File: src/rtl/kmac_pkg.sv
// Shared definitions for the rom_ctrl -> KMAC receive path.
//   kmac_rx_state_e : receiver FSM state, sparse 10-bit encoding with a
//                     pairwise Hamming distance of at least 3.
//   KmacRxStrbFull  : byte strobes for a block carrying two ROM words.
//   KmacRxStrbHalf  : byte strobes for a block carrying one ROM word.
package kmac_pkg;

    typedef enum logic [9:0] {
        StIdle       = 10'b1100101001,
        StAbsorb     = 10'b0111010010,
        StWaitDigest = 10'b1011100100,
        StDone       = 10'b0000111111,
        StError      = 10'b1101011110
    } kmac_rx_state_e;

    localparam logic [7:0] KmacRxStrbFull = 8'hFF;
    localparam logic [7:0] KmacRxStrbHalf = 8'h0F;

endpackage

File: src/rtl/rom_ctrl_kmac_packer.sv
// Packs 32-bit ROM words into 64-bit blocks and holds one block for the core.
// Ports:
//   clk_i, rst_ni      clock, async active-low reset
//   word_we_i          word accepted this cycle (only asserted when space_o)
//   word_data_i        accepted word
//   word_last_i        accepted word is the final word of the message
//   flush_i            drop any half-packed word and pending block
//   space_o            block register can take a new block this cycle
//   blk_vld_o/rdy_i    block handshake towards the sponge core
//   blk_data_o         block payload, first word in [31:0]
//   blk_strb_o         byte strobes (full or half block)
//   blk_last_o         final block of the message
module rom_ctrl_kmac_packer
    import kmac_pkg::*;
(
    input  logic        clk_i,
    input  logic        rst_ni,
    input  logic        word_we_i,
    input  logic [31:0] word_data_i,
    input  logic        word_last_i,
    input  logic        flush_i,
    output logic        space_o,
    output logic        blk_vld_o,
    input  logic        blk_rdy_i,
    output logic [63:0] blk_data_o,
    output logic [7:0]  blk_strb_o,
    output logic        blk_last_o
);

    logic        half_q;
    logic [31:0] low_q;
    logic        vld_q;
    logic [63:0] data_q;
    logic [7:0]  strb_q;
    logic        last_q;

    // A new block may only be loaded when the register is empty or being
    // drained this cycle, so the payload never changes under a stalled valid.
    assign space_o = !vld_q || blk_rdy_i;

    always_ff @(posedge clk_i or negedge rst_ni) begin
        if (!rst_ni) begin
            half_q <= 1'b0;
            low_q  <= '0;
            vld_q  <= 1'b0;
            data_q <= '0;
            strb_q <= '0;
            last_q <= 1'b0;
        end else if (flush_i) begin
            half_q <= 1'b0;
            vld_q  <= 1'b0;
        end else begin
            if (vld_q && blk_rdy_i) begin
                vld_q <= 1'b0;
            end
            if (word_we_i) begin
                if (half_q) begin
                    data_q <= {word_data_i, low_q};
                    strb_q <= KmacRxStrbFull;
                    last_q <= word_last_i;
                    vld_q  <= 1'b1;
                    half_q <= 1'b0;
                end else if (word_last_i) begin
                    data_q <= {32'h0, word_data_i};
                    strb_q <= KmacRxStrbHalf;
                    last_q <= 1'b1;
                    vld_q  <= 1'b1;
                end else begin
                    low_q  <= word_data_i;
                    half_q <= 1'b1;
                end
            end
        end
    end

    assign blk_vld_o  = vld_q;
    assign blk_data_o = data_q;
    assign blk_strb_o = strb_q;
    assign blk_last_o = last_q;

endmodule

File: src/rtl/rom_ctrl_kmac_rx.sv
// KMAC-side receiver for the rom_ctrl ROM-hash stream.
// Accepts 32-bit ROM words (rom_vld_i/rom_rdy_o/rom_last_i), forwards 64-bit
// blocks to the sponge core (blk_*), and returns the core digest to rom_ctrl
// as a one-cycle kmac_done_o pulse with a held kmac_digest_o and a sticky
// kmac_err_o. The FSM is linear: Idle -> Absorb -> WaitDigest -> Done, with
// Error reachable from any state; Done and Error are terminal until reset.
module rom_ctrl_kmac_rx
    import kmac_pkg::*;
#(
    parameter  int unsigned DigestWords = 8,
    localparam int unsigned DigestW     = DigestWords * 32
) (
    input  logic               clk_i,
    input  logic               rst_ni,
    input  logic               rom_vld_i,
    output logic               rom_rdy_o,
    input  logic [31:0]        rom_data_i,
    input  logic               rom_last_i,
    output logic               blk_vld_o,
    input  logic               blk_rdy_i,
    output logic [63:0]        blk_data_o,
    output logic [7:0]         blk_strb_o,
    output logic               blk_last_o,
    input  logic               core_done_i,
    input  logic [DigestW-1:0] core_digest_i,
    input  logic               core_err_i,
    output logic               kmac_done_o,
    output logic [DigestW-1:0] kmac_digest_o,
    output logic               kmac_err_o
);

    kmac_rx_state_e     state_q;
    logic               last_acc_q;
    logic               done_q;
    logic               done_issued_q;
    logic               err_q;
    logic [DigestW-1:0] digest_q;

    logic space;
    logic accept;
    logic err_entry;

    // Once the last word is in, further words are held off rather than
    // being packed into a block that would follow the final one.
    assign rom_rdy_o = rst_ni && space &&
                       ((state_q == StIdle) || (state_q == StAbsorb && !last_acc_q));
    assign accept    = rom_vld_i && rom_rdy_o;

    always_comb begin
        err_entry = 1'b0;
        case (state_q)
            StIdle, StAbsorb: err_entry = core_err_i || core_done_i;
            StWaitDigest:     err_entry = core_err_i || rom_vld_i;
            StDone:           err_entry = core_err_i || core_done_i || rom_vld_i;
            StError:          err_entry = 1'b0;
            default:          err_entry = 1'b1;
        endcase
    end

    rom_ctrl_kmac_packer u_packer (
        .clk_i       (clk_i),
        .rst_ni      (rst_ni),
        .word_we_i   (accept),
        .word_data_i (rom_data_i),
        .word_last_i (rom_last_i),
        .flush_i     (err_entry),
        .space_o     (space),
        .blk_vld_o   (blk_vld_o),
        .blk_rdy_i   (blk_rdy_i),
        .blk_data_o  (blk_data_o),
        .blk_strb_o  (blk_strb_o),
        .blk_last_o  (blk_last_o)
    );

    always_ff @(posedge clk_i or negedge rst_ni) begin
        if (!rst_ni) begin
            state_q       <= StIdle;
            last_acc_q    <= 1'b0;
            done_q        <= 1'b0;
            done_issued_q <= 1'b0;
            err_q         <= 1'b0;
            digest_q      <= '0;
        end else begin
            done_q <= 1'b0;
            if (err_entry) begin
                // Error beats a simultaneous core_done_i: no digest capture.
                state_q <= StError;
                err_q   <= 1'b1;
                if (!done_issued_q) begin
                    done_q        <= 1'b1;
                    done_issued_q <= 1'b1;
                end
            end else begin
                case (state_q)
                    StIdle: begin
                        if (accept) begin
                            state_q    <= StAbsorb;
                            last_acc_q <= rom_last_i;
                        end
                    end
                    StAbsorb: begin
                        if (accept && rom_last_i) begin
                            last_acc_q <= 1'b1;
                        end
                        if (blk_vld_o && blk_rdy_i && blk_last_o) begin
                            state_q <= StWaitDigest;
                        end
                    end
                    StWaitDigest: begin
                        if (core_done_i) begin
                            digest_q      <= core_digest_i;
                            done_q        <= 1'b1;
                            done_issued_q <= 1'b1;
                            state_q       <= StDone;
                        end
                    end
                    default: ;
                endcase
            end
        end
    end

    assign kmac_done_o   = done_q;
    assign kmac_err_o    = err_q;
    assign kmac_digest_o = digest_q;

    // Tracks whether kmac_done_o has already been seen since reset.
    logic done_pulsed_q;
    always_ff @(posedge clk_i or negedge rst_ni) begin
        if (!rst_ni) begin
            done_pulsed_q <= 1'b0;
        end else if (done_q) begin
            done_pulsed_q <= 1'b1;
        end
    end

    a_blk_stable: assert property (@(posedge clk_i) disable iff (!rst_ni)
        blk_vld_o && !blk_rdy_i |=>
        kmac_err_o || (blk_vld_o && $stable({blk_data_o, blk_strb_o, blk_last_o})));

    a_done_once: assert property (@(posedge clk_i) disable iff (!rst_ni)
        kmac_done_o |-> !done_pulsed_q);

    a_rdy_idle_absorb: assert property (@(posedge clk_i) disable iff (!rst_ni)
        !(state_q inside {StIdle, StAbsorb}) |-> !rom_rdy_o);

    a_fsm_no_idle_return: assert property (@(posedge clk_i) disable iff (!rst_ni)
        state_q != StIdle |=> state_q != StIdle);

    a_fsm_no_absorb_return: assert property (@(posedge clk_i) disable iff (!rst_ni)
        state_q inside {StWaitDigest, StDone, StError} |=> !(state_q inside {StIdle, StAbsorb}));

    a_fsm_done_terminal: assert property (@(posedge clk_i) disable iff (!rst_ni)
        state_q == StDone |=> state_q inside {StDone, StError});

    a_fsm_err_terminal: assert property (@(posedge clk_i) disable iff (!rst_ni)
        state_q == StError |=> state_q == StError);

endmodule

File: config.mk
export PLATFORM = sky130hd
export DESIGN_NAME = rom_ctrl_kmac_rx
export DESIGN_NICKNAME = d
export VERILOG_FILES = /design/src/rtl/kmac_pkg.sv /design/src/rtl/rom_ctrl_kmac_packer.sv /design/src/rtl/rom_ctrl_kmac_rx.sv
export SDC_FILE = /design/constraint.sdc
export NUM_CORES = 1
export LEC_CHECK = 0
export CAP_MARGIN = 20
export CORE_AREA = 4 4 243 245
export CTS_CLUSTER_SIZE = 16
export DETAILED_ROUTE_END_ITERATION = 8
export DIE_AREA = 0 0 247 249
export MAX_ROUTING_LAYER = met4
export PLACE_DENSITY = 0.55
export SLEW_MARGIN = 25
export SYNTH_ARGS = -nofsm -noshare
export SYNTH_HDL_FRONTEND = slang
export SYNTH_SLANG_ARGS = --single-unit
File: constraint.sdc
create_clock -name clk_i -period 4.9 [get_ports clk_i]
set_input_delay 0.49 -clock clk_i [delete_from_list [all_inputs] [get_ports clk_i]]
set_output_delay 0.49 -clock clk_i [all_outputs]
set_load 0.01 [all_outputs]
======== Yosys cells after proc, flatten, opt, wreduce, memory -nomap -nowiden ========
Index checks and enable logic that the tools add are counted.
cells by class
  equality and inequality tests ........... 10
  muxes and demuxes ....................... 31
  bitwise operators ....................... 3
  reduce and logical (&&, ||, !) cells .... 27
operator list
  cell                                                    number
  2-to-1 mux 64 bit                                       2
  2-to-1 mux 10 bit                                       4
  == test 10 bit (second input constant)                  3
  case mux 10 bit (3 select lines)                        1
  2-to-1 mux 1 bit                                        20
  2-to-1 mux 8 bit                                        2
  AND reduction 4 bit                                     3
  == test 10 x 6 -> 1 bit (second input constant)         1
  == test 10 x 9 -> 1 bit (second input constant)         1
  nonzero test 2 bit                                      5
  logical AND 1 bit                                       7
  inequality test 3 bit (second input constant)           2
  AND reduction 3 bit                                     2
  logical OR 1 bit                                        5
  case mux 1 bit (4 select lines)                         1
  nonzero test 4 bit                                      1
  inequality test 3 x 2 -> 1 bit (second input constant)  1
  inverter 1 bit                                          3
  zero test 1 bit                                         2
  inequality test 2 x 1 -> 1 bit (second input constant)  1
  inequality test 2 bit (second input constant)           1
  case mux 1 bit (2 select lines)                         1
  AND reduction 2 bit                                     1
  OR reduction 2 bit                                      1
storage, ports and cells
  register bits after elaboration ......... 377
  input port bits ......................... 295
  logic and storage cells ................. 83

======== Logic depth before layout (Yosys ltp) ========
Gate-level depths: netlist (run 1).
  depth after elaboration ................. 8
  depth in mapped cells ................... 8

======== By module ========
Synthesis (run 1) repeated with hierarchy kept, for this count alone.
second synthesis, totals
  cells, all modules ...................... 896
  area total of the unflattened synthesis .. 15610.0 µm²
by module, submodules not included
  module                times used  cells an instance  area an instance (µm²)
  rom_ctrl_kmac_rx      1           628                11466.0
  rom_ctrl_kmac_packer  1           268                4144.0

======== Least setup slack after synthesis (run 1) ========
OpenSTA, ideal clock, no wires.
  path type ............................... reg2reg
  start point ............................. reg state_q[0]
  end point ............................... reg digest_q[0], in the netlist kmac_digest_o[0]
  library setup time ...................... 0.125 ns
  data arrival time ....................... 2.425 ns
  data required time ...................... 4.775 ns
  setup slack ............................. 2.350 ns
  cell stages (with the launch flop) ...... 9
  path buffers ............................ 3
  clock period less this slack ............ 2.550 ns
  cells stage by stage .................... dfstp_2 -> or4b_1 -> or4_1 -> buf_2 -> a21oi_4 -> nor3_4 -> buf_12 -> buf_12 -> mux2_4
on the way
  cells in the longest elaborated chain, start to end .. 5
  elaborated cells on any way between the ends .. 9
  classes of those cells .................. eq/ne (5); mux (1); bitwise (1); reduce/logical (2)
ends and longest elaborated chain
  element                                                           RTL line                 text
  start: declaration                                                rom_ctrl_kmac_rx.sv:32   kmac_rx_state_e state_q;
  start signal: assignment                                          rom_ctrl_kmac_rx.sv:77   state_q <= StIdle;
  start signal: assignment                                          rom_ctrl_kmac_rx.sv:87   state_q <= StError;
  start signal: assignment                                          rom_ctrl_kmac_rx.sv:97   state_q <= StAbsorb;
  == test 10 bit / == test 10 x 9 -> 1 bit (equally long branches)  rom_ctrl_kmac_rx.sv:51   case (state_q)
  OR reduction 2 bit                                                rom_ctrl_kmac_rx.sv:51
  case mux 1 bit (4 select lines)                                   rom_ctrl_kmac_rx.sv:51
  inverter 1 bit (no source line)                                   n/a
  AND reduction 3 bit (no source line) (*)                          n/a
  end signal: assignment                                            rom_ctrl_kmac_rx.sv:111  digest_q <= core_digest_i;
  end: declaration                                                  rom_ctrl_kmac_rx.sv:37   logic [DigestW-1:0] digest_q;
Every way passes the cells marked *; elsewhere a longest branch is shown, timed or not.
A chain may end at the register's enable or synchronous reset.

======== Worst setup path after layout (run 1) ========
  start point ............................. reg state_q[8]
  end point ............................... reg digest_q[9], in the netlist kmac_digest_o[9]
Same word-level chain as after synthesis.

==> results of run 1 <==
[synth_stat cells, types with 4 or more instances]
master / instances / area (um^2)
nor2_1: 5 / 18.77
dfrtp_1: 365 / 9134
a31oi_1: 34 / 212.7
clkbuf_1: 24 / 90.09
nand2b_1: 5 / 31.28
buf_6: 4 / 45.04
o21ai_0: 6 / 30.03
a22o_1: 32 / 280.3
mux2i_1: 33 / 330.3
buf_12: 22 / 440.4
dfstp_2: 5 / 131.4
nand3_1: 10 / 50.05
mux2_4: 229 / 3438
nand2_1: 8 / 30.03
a21oi_1: 33 / 165.2
nor3_1: 4 / 20.02
buf_2: 7 / 35.03
mux2_2: 59 / 664.4
and3_1: 5 / 31.28
buf_4: 6 / 45.04
[power breakdown]
part / switching, mW / internal (mW) / total [mW]
Combinational: 0.121 / 0.220 / 0.342
Sequential: 0.000737 / 3.06 / 3.06
Clock: 1.27 / 2.04 / 3.32
[worst max-delay path, stage by stage, from the launching register on]
cell and delay [ns]:
dfstp_2 0.59, nor4bb_1 0.44, nand3_1 0.28, o22ai_1 0.77
nor3_4 0.09, buf_12 0.21, buf_12 0.24, mux2_4 0.44
[kinds of logic (layout without fill, tap and decap cells)]
kind of cell           after synthesis  count (layout)  synth area share (%)
flip-flops                         370             370                 59.61
multiplexers                       321             321                 28.52
AO/OA/AOI/OAI                      123             123                 5.442
buffers and inverters               66             728                 4.291
AND/OR/NAND/NOR                     54              54                 2.133
other                                0               1                     0
[timing repair]
| item | 4_1_cts | 5_1_grt |
|---|---|---|
| resized for setup | 0 | 0 |
| endpoints found under the setup margin | 0 | 0 |
| hold buffers | 1 | 0 |
| hold endpoints to repair | 27 | 0 |
[registers in the layout, indices dropped and copies added (netlist names)]
register / cells
kmac_digest_o: 256
u_packer.blk_strb_o: 2
done_issued_q: 1
last_acc_q: 1
u_packer.low_q: 32
u_packer.blk_last_o: 1
u_packer.blk_vld_o: 1
u_packer.half_q: 1
kmac_err_o: 1
u_packer.blk_data_o: 64
state_q: 9
kmac_done_o: 1
[through the flow]
stage	hold WS [ns]	util, %	total power [mW]
after floorplan	0.1944	-	3.136
after global placement	0.3645	39.07	3.455
after detailed placement	0.3661	39.08	3.459
after CTS	0.3450	41.68	6.854
after global routing	0.3744	41.70	6.993
final	0.3912	41.70	6.718
[cell type report]
type	count	area [um^2]
Antenna cell	1	2.502
Clock buffer	66	1305
Clock inverter	13	171.4
Fill cell	5235	33320
Inverter	2	7.507
Multi-Input combinational cell	498	5627
Sequential cell	370	9266
Tap cell	765	957.2
Timing Repair Buffer	647	6491
[per-layer routing]
layer  part of all wire, %  vias to the layer above  wire length (um)
li1                      -                     4661                 -
met1                    40                     5283             19650
met3                   8.5                       51              4174
met5                     0                        -                 0
met4                   1.7                        0               817
met2                    50                      387             24350
[worst min-delay path by stage]
stage                       from                     end  slack (ns)  cells after the start
after floorplan           rst_ni           done_issued_q        0.19                      0
after global placement    rst_ni      kmac_digest_o[179]        0.36                      1
after detailed placement  rst_ni      kmac_digest_o[179]        0.37                      1
after CTS                 rst_ni  u_packer.blk_data_o[4]        0.34                      2
after global routing      rst_ni  u_packer.blk_data_o[4]        0.37                      2
final                     rst_ni  u_packer.blk_data_o[4]        0.39                      2
==> impl_metrics.env, run 1 <==
export IMPL_synth_warnings=0
export IMPL_final_cells=2362
export IMPL_power_density_nw_per_um2=281.9
export IMPL_dpl_worst_slack_ns=1.660
export IMPL_synth_edf_count=0
export IMPL_syn_area_per_cell_um2=16.64
export IMPL_use_met1_pct=18.25
export IMPL_required_ns=5.32
export IMPL_syn_inst=934
export IMPL_fin_setup_tns_ns=0
export IMPL_cap_viol_max_count=0
export IMPL_crit_fanout=96
export IMPL_grt_ovfl_total=0
export IMPL_cts_tree="built"
export IMPL_dp_cells=2281
export IMPL_rrSetupSlack_ns=1.46
export IMPL_async_reset_ff_share_pct=100.0
export IMPL_placed_cell_area_um2=22330
export IMPL_slew_headroom_pct=38.28
export IMPL_die_x_um=247
export IMPL_grt_pass1_wl_um=73130
export IMPL_core_area_um2=57140
export IMPL_grt_busiest_layer="met2"
export IMPL_placementRows=88
export IMPL_gp_congestion=0.7976
export IMPL_r2r_end="kmac_digest_o[9]"
export IMPL_cts_buffer_depth=3
export IMPL_first_pass_iters=4
export IMPL_fmax_mhz=290.9
export IMPL_clock_sinks=370
export IMPL_dieArea_um2=61500
export IMPL_hp_class="primary input to asynchronous set/reset pin"
export IMPL_crit_end="kmac_digest_o[9]"
export IMPL_tightest_slew_ns=0.9258
export IMPL_post_cts_buffers=0
export IMPL_vias=10380
export IMPL_postRouteWirelength_um=49000
export IMPL_ys_flop_type="dfrtp_1"
export IMPL_io_pins=628
export IMPL_finalSetupViolCount=0
export IMPL_layout_common_cells="626 x clkdlybuf4s50_1, 364 x dfrtp_1, 229 x mux2_4"
export IMPL_grt_pass1_vias=11220
export IMPL_grtUsageMet3_pct=5.231
export IMPL_clk_latency_ns=0.55
export IMPL_io_buffers=627
export IMPL_worstSetupPathType="flop to flop"
export IMPL_layout_commonest_cell="clkdlybuf4s50_1"
export IMPL_critPathArrivalTime_ns=3.86
export IMPL_drive_gt1_share_pct=24.50
export IMPL_cp_end_kind="flop"
export IMPL_crit_start="state_q[8]"
export IMPL_start_util_pct=27.20
export IMPL_slew_violations=0
export IMPL_detail_route_wl_per_cell_um=20.74
export IMPL_status="finished, final reports clean"
export IMPL_antenna_found_initial=1
export IMPL_r2r_cells=7
export IMPL_grt_max_degree=131
export IMPL_die_h_um=249
export IMPL_ys_ff_latch=370
export IMPL_grt_util_all_layers_pct=15.69
export IMPL_ys_seq_area_share_pct=59.61
export IMPL_vdd_drop_max_mv=0.2072
export IMPL_drtIter0Drc=441
export IMPL_ant_nets=0
export IMPL_r2r_start="state_q[8]"
export IMPL_clock_tree_root_cell="clkbuf_16"
export IMPL_rsz0062_at_grt="false"
export IMPL_viasPerCell=4.395
export IMPL_finalHoldViolCount=0
export IMPL_syn_to_final_growth_pct=53.31
export IMPL_startpoint_type="flop"
export IMPL_min_period_ns=3.438
export IMPL_ys_types=50
export IMPL_cts_buffers=44
export IMPL_dp_hpwl_um=35710
export IMPL_clkTransAtPathRegs_ns=0.06
export IMPL_period_share_pct=70.16
export IMPL_worst_slack_ns=1.462
export IMPL_drc=0
export IMPL_gr_usage_met2_pct=26.52
export IMPL_fin_worst_skew_ns=0.01838
export IMPL_final_area_um2=23830
export IMPL_p_leak_nw=10.50
export IMPL_fin_nets=1858
export IMPL_netlist_area_um2=15540
export IMPL_synth_fp_nets=1229
export IMPL_htree_levels=2
(Power assumes the default switching activity.)
==> run 2, diff against run 1 <==
--- a/config.mk
+++ b/config.mk
@@ -6,12 +6,12 @@
 export NUM_CORES = 1
 export LEC_CHECK = 0
 export CAP_MARGIN = 20
-export CORE_AREA = 4 4 243 245
+export CORE_AREA = 4 4 244 246
 export CTS_CLUSTER_SIZE = 16
 export DETAILED_ROUTE_END_ITERATION = 8
-export DIE_AREA = 0 0 247 249
+export DIE_AREA = 0 0 248 250
 export MAX_ROUTING_LAYER = met4
-export PLACE_DENSITY = 0.55
+export PLACE_DENSITY = 0.57
 export SLEW_MARGIN = 25
 export SYNTH_ARGS = -nofsm -noshare
 export SYNTH_HDL_FRONTEND = slang
==> constraint.sdc (replaced) <==
create_clock -name clk_i -period 2.8 [get_ports clk_i]
set_input_delay 0.28 -clock clk_i [delete_from_list [all_inputs] [get_ports clk_i]]
set_output_delay 0.28 -clock clk_i [all_outputs]
set_load 0.01 [all_outputs]
==> impl_metrics.env, run 2 (synthesis results as in run 1) <==
export IMPL_largest_reg_flops=256
export IMPL_status="finished, final reports clean"
export IMPL_vdd_drop_max_mv=0.3467
export IMPL_first_pass_iters=4
export IMPL_clk_latency_ns=0.56
export IMPL_critPathArrivalTime_ns=3.09
export IMPL_cp_end_kind="flop"
export IMPL_dp_hpwl_um=36130
export IMPL_r2r_start="state_q[0]"
export IMPL_rrSetupSlack_ns=0.15
export IMPL_gp_congestion=0.8226
export IMPL_finalHoldViolCount=0
export IMPL_multi_input_area_um2=5633
export IMPL_finalSetupViolCount=0
export IMPL_drtIter0Drc=369
export IMPL_post_cts_buffers=0
export IMPL_drc=0
export IMPL_slew_violations=0
export IMPL_vias=10510
export IMPL_antenna_found_initial=6
export IMPL_syn_to_final_growth_pct=55.52
export IMPL_fillers=5231
export IMPL_io_pins=628
export IMPL_tightest_slew_ns=0.9280
export IMPL_hp_class="primary input to asynchronous set/reset pin"
export IMPL_cap_viol_max_count=0
export IMPL_gr_usage_met2_pct=26.15
export IMPL_cts_tree="built"
export IMPL_worstSetupPathType="flop to flop"
export IMPL_grt_ovfl_total=0
export IMPL_power_density_nw_per_um2=486.1
export IMPL_grt_busiest_layer="met2"
export IMPL_fin_worst_skew_ns=0.02707
export IMPL_die_h_um=250
export IMPL_r2r_cells=7
export IMPL_clkTransAtPathRegs_ns=0.06
export IMPL_grtUsageMet3_pct=4.996
export IMPL_drive_gt1_share_pct=26.40
export IMPL_io_buffers=627
export IMPL_start_util_pct=27.09
export IMPL_startpoint_type="flop"
export IMPL_grt_max_degree=153
export IMPL_placementRows=88
export IMPL_cts_buffer_depth=3
export IMPL_p_leak_nw=10.68
export IMPL_period_share_pct=94.78
export IMPL_rsz0062_at_grt="false"
export IMPL_clock_tree_root_cell="clkbuf_16"
export IMPL_grt_pass1_vias=11240
export IMPL_seqCellArea_um2=9266
export IMPL_use_met1_pct=17.48
export IMPL_die_x_um=248
export IMPL_dieArea_um2=62000
export IMPL_r2r_end="kmac_digest_o[77]"
export IMPL_power_mw=11.75
export IMPL_layout_commonest_cell="clkdlybuf4s50_1"
export IMPL_required_ns=3.24
export IMPL_layout_common_cells="625 x clkdlybuf4s50_1, 364 x dfrtp_1, 229 x mux2_4"
export IMPL_viasPerCell=4.385
export IMPL_core_area_um2=57370
export IMPL_ant_nets=0
export IMPL_fin_setup_tns_ns=0
export IMPL_crit_fanout=21
export IMPL_fin_nets=1884
export IMPL_detail_route_wl_per_cell_um=20.47
export IMPL_fmax_mhz=376.8
export IMPL_grt_pass1_wl_um=72300
export IMPL_postRouteWirelength_um=49050
export IMPL_clock_sinks=370
export IMPL_htree_levels=2
export IMPL_slew_headroom_pct=38.14
export IMPL_min_period_ns=2.654
export IMPL_grt_util_all_layers_pct=15.46
export IMPL_cts_buffers=44
## run 2: per-stage QoR
stage	utilization, %	setup slack [ns]	instance area, um^2	instances	hold slack [ns]
2_1_floorplan	-	0.2495	15540	934	-0.01559
3_3_place_gp	39.48	0.1697	22650	2307	0.1390
3_5_place_dp	39.48	0.1698	22650	2307	0.1422
4_1_cts	42.10	0.1383	24150	2390	0.1056
5_1_grt	42.14	0.04219	24170	2396	0.1258
6_report	42.14	0.1461	24170	2396	0.1495
## run 2: critical path, stage by stage (launching register included)
cell and delay (ns):
dfstp_2 0.38, or4b_1 0.55, or4_1 0.59, a21oi_4 0.20
nor3_4 0.09, buf_12 0.19, buf_12 0.19, mux2_4 0.31
## run 2: worst max path at each step
stage / startpoint / to / cells past startpoint
6_report: state_q[0] / kmac_digest_o[77] / 7
4_1_cts: state_q[0] / done_issued_q / 6
2_1_floorplan: state_q[0] / kmac_digest_o[0] / 8
3_5_place_dp: state_q[4] / kmac_digest_o[215] / 7
3_3_place_gp: state_q[4] / kmac_digest_o[205] / 7
5_1_grt: state_q[4] / kmac_digest_o[77] / 7
## run 2: timing repair
item                       CTS  global route
resized for setup            2             1
setup endpoints to repair    1            14
hold buffers                 1             0
hold endpoints to repair    15             0
## run 2: power by group
part | internal (mW) | switching [mW] | total, mW
clock network | 3.48 | 2.31 | 5.79
logic | 0.389 | 0.215 | 0.605
registers | 5.35 | 0.00130 | 5.35
## run 2: metal layers
metal | wire (um) | vias up
met5 | 0 | -
met4 | 1246 | 0
met2 | 24550 | 401
li1 | - | 4726
met1 | 19190 | 5295
met3 | 4071 | 85
## run 2: cell type report
cell class,count,area share [%]
inverter,2,0.03106
sequential,370,38.34
antenna,6,0.06212
clock buffer,62,5.461
tap,765,3.960
clock inverter,20,0.7040
timing repair buffer,673,28.14
multi-input combinational,498,23.30
==> run 3, diff against run 2 <==
--- a/config.mk
+++ b/config.mk
@@ -6,12 +6,13 @@
 export NUM_CORES = 1
 export LEC_CHECK = 0
 export CAP_MARGIN = 20
-export CORE_AREA = 4 4 244 246
+export CORE_AREA = 4 4 243 245
 export CTS_CLUSTER_SIZE = 16
 export DETAILED_ROUTE_END_ITERATION = 8
-export DIE_AREA = 0 0 248 250
+export DIE_AREA = 0 0 247 249
+export DONT_BUFFER_PORTS = 1
 export MAX_ROUTING_LAYER = met4
-export PLACE_DENSITY = 0.57
+export PLACE_DENSITY = 0.41
 export SLEW_MARGIN = 25
 export SYNTH_ARGS = -nofsm -noshare
 export SYNTH_HDL_FRONTEND = slang
==> constraint.sdc (replaced) <==
create_clock -name clk_i -period 3.3 [get_ports clk_i]
set_input_delay 0.33 -clock clk_i [delete_from_list [all_inputs] [get_ports clk_i]]
set_output_delay 0.33 -clock clk_i [all_outputs]
set_load 0.01 [all_outputs]
==> impl_metrics.env, run 3 (synthesis results as in run 1) <==
export IMPL_status="finished with violations"
export IMPL_violations="negative hold slack"
export IMPL_critPathArrivalTime_ns=3.35
export IMPL_dr_wl_met3_um=3685
export IMPL_clock_tree_root_cell="clkbuf_16"
export IMPL_fillers=5409
export IMPL_post_cts_buffers=0
export IMPL_gp_congestion=0.8304
export IMPL_start_util_pct=27.20
export IMPL_num_antenna_cells=0
export IMPL_fmax_mhz=341.0
export IMPL_layout_common_cells="364 x dfrtp_1, 292 x dlygate4sd3_1, 229 x mux2_4"
export IMPL_hp_class="primary input to asynchronous set/reset pin"
export IMPL_cts_tree="built"
export IMPL_grt_util_all_layers_pct=14.07
export IMPL_top_layer="met4"
export IMPL_die_h_um=249
export IMPL_first_pass_iters=4
export IMPL_io_buffers=0
export IMPL_detail_route_wl_per_cell_um=21.93
export IMPL_clkTransAtPathRegs_ns=0.06
export IMPL_largest_reg_flops=256
export IMPL_fin_worst_skew_ns=0.01975
export IMPL_finalHoldViolCount=365
export IMPL_layout_commonest_cell="dfrtp_1"
export IMPL_r2r_cells=7
export IMPL_period_share_pct=88.86
export IMPL_power_density_nw_per_um2=472.5
export IMPL_vias=9001
export IMPL_cts_buffer_depth=3
export IMPL_drive_gt1_share_pct=31.14
export IMPL_grt_pass1_vias=9995
export IMPL_drtIter0Drc=420
export IMPL_ant_nets=0
export IMPL_syn_to_final_growth_pct=31.68
export IMPL_grt_ovfl_total=0
export IMPL_antenna_found_initial=0
export IMPL_required_ns=3.72
export IMPL_startpoint_type="flop"
export IMPL_cp_end_kind="flop"
export IMPL_cts_resized=0
export IMPL_grt_max_degree=374
export IMPL_final_cells=2027
export IMPL_holdWs_ns=-0.5127
export IMPL_min_period_ns=2.932
export IMPL_viasPerCell=4.441
export IMPL_drt_met1_wl_um=17300
export IMPL_cap_viol_max_count=0
export IMPL_dp_hpwl_um=29860
export IMPL_grt_pass1_wl_um=65560
export IMPL_die_x_um=247
export IMPL_cts_buffers=42
export IMPL_slew_violations=0
export IMPL_placementRows=88
export IMPL_clk_latency_ns=0.55
export IMPL_clock_sinks=370
export IMPL_p_leak_nw=9.423
export IMPL_cts_hold_fix_buffers=292
export IMPL_slew_headroom_pct=31.74
export IMPL_drc=0
export IMPL_crit_fanout=40
export IMPL_worstSetupPathType="flop to flop"
export IMPL_wl_met2_um=22110
export IMPL_htree_levels=2
export IMPL_io_pins=628
export IMPL_tightest_slew_ns=1.024
export IMPL_postRouteWirelength_um=44450
export IMPL_core_area_um2=57140
export IMPL_rsz0062_at_grt="false"
export IMPL_finalSetupViolCount=0
export IMPL_dieArea_um2=61500
export IMPL_dp_cells=1658
export IMPL_fin_setup_tns_ns=0
export IMPL_vdd_drop_max_mv=0.3812
export IMPL_power_mw=9.670
export IMPL_fin_nets=1524
==> run 3: changes by cell type in the layout (fill, tap and decap cells not counted), moves of 2 or more <==
cell / change
buf_12: -7
buf_4: -15
clkbuf_1: +6
clkbuf_16: -3
clkdlybuf4s50_1: -625
clkinv_2: -10
clkinvlp_4: +2
diode_2: -6
dlygate4sd3_1: +291
inv_6: -2
==> run 3: final cells by class <==
cell class,count,area [um^2],share of cell area [%]
Timing Repair Buffer,315,3183,15.55
Clock inverter,12,163.9,0.8009
Sequential cell,370,9266,45.28
Clock buffer,65,1267,6.193
Multi-Input combinational cell,498,5620,27.46
Tap cell,765,957.2,4.677
Inverter,2,7.507,0.03668
==> run 3: critical path, stage by stage (launching register included) <==
cell and delay [ns]:
dfrtp_1 0.39, or4b_1 0.54, or4_1 0.67, a21oi_4 0.28, nor3_4 0.10, buf_12 0.20, buf_12 0.23, mux2_4 0.33
==> run 3: where the power goes <==
| part | switching (mW) | internal, mW | leakage [nW] |
|---|---|---|---|
| clock network | 1.88 | 2.89 | 0.690 |
| logic | 0.110 | 0.251 | 3.61 |
| registers | 0.00135 | 4.54 | 5.12 |
==> run 3: worst paths after layout <==
path	from	end	slack (ns)
max	state_q[4]	kmac_digest_o[160]	0.37
min	rst_ni	kmac_digest_o[76]	-0.51
max reg2reg	state_q[4]	kmac_digest_o[160]	0.37
min reg2reg	done_issued_q	kmac_done_o	0.46
max in group asynchronous	rst_ni	u_packer.half_q	2.96
min in group clk_i	rom_last_i	u_packer.half_q	0.05
==> run 3: layer usage <==
| metal | GRT usage, % | vias to the layer above |
|---|---|---|
| met5 | - | - |
| met4 | 4.669 | 0 |
| met3 | 4.564 | 76 |
| met2 | 23.27 | 367 |
| met1 | 16.12 | 4578 |
| li1 | - | 3980 |
==> run 3: metrics by stage <==
step / area [um^2] / hold WS (ns) / setup slack, ns / util (%)
final: 20470 / -0.5127 / 0.3676 / 35.81
after detailed placement: 16110 / 0.04305 / 0.4244 / 28.19
after CTS: 20470 / -0.5605 / 0.3767 / 35.81
after floorplan: 15540 / 0.03441 / 0.7495 / -
after global placement: 16110 / 0.04311 / 0.4524 / 28.19
after global routing: 20470 / -0.5595 / 0.2625 / 35.81
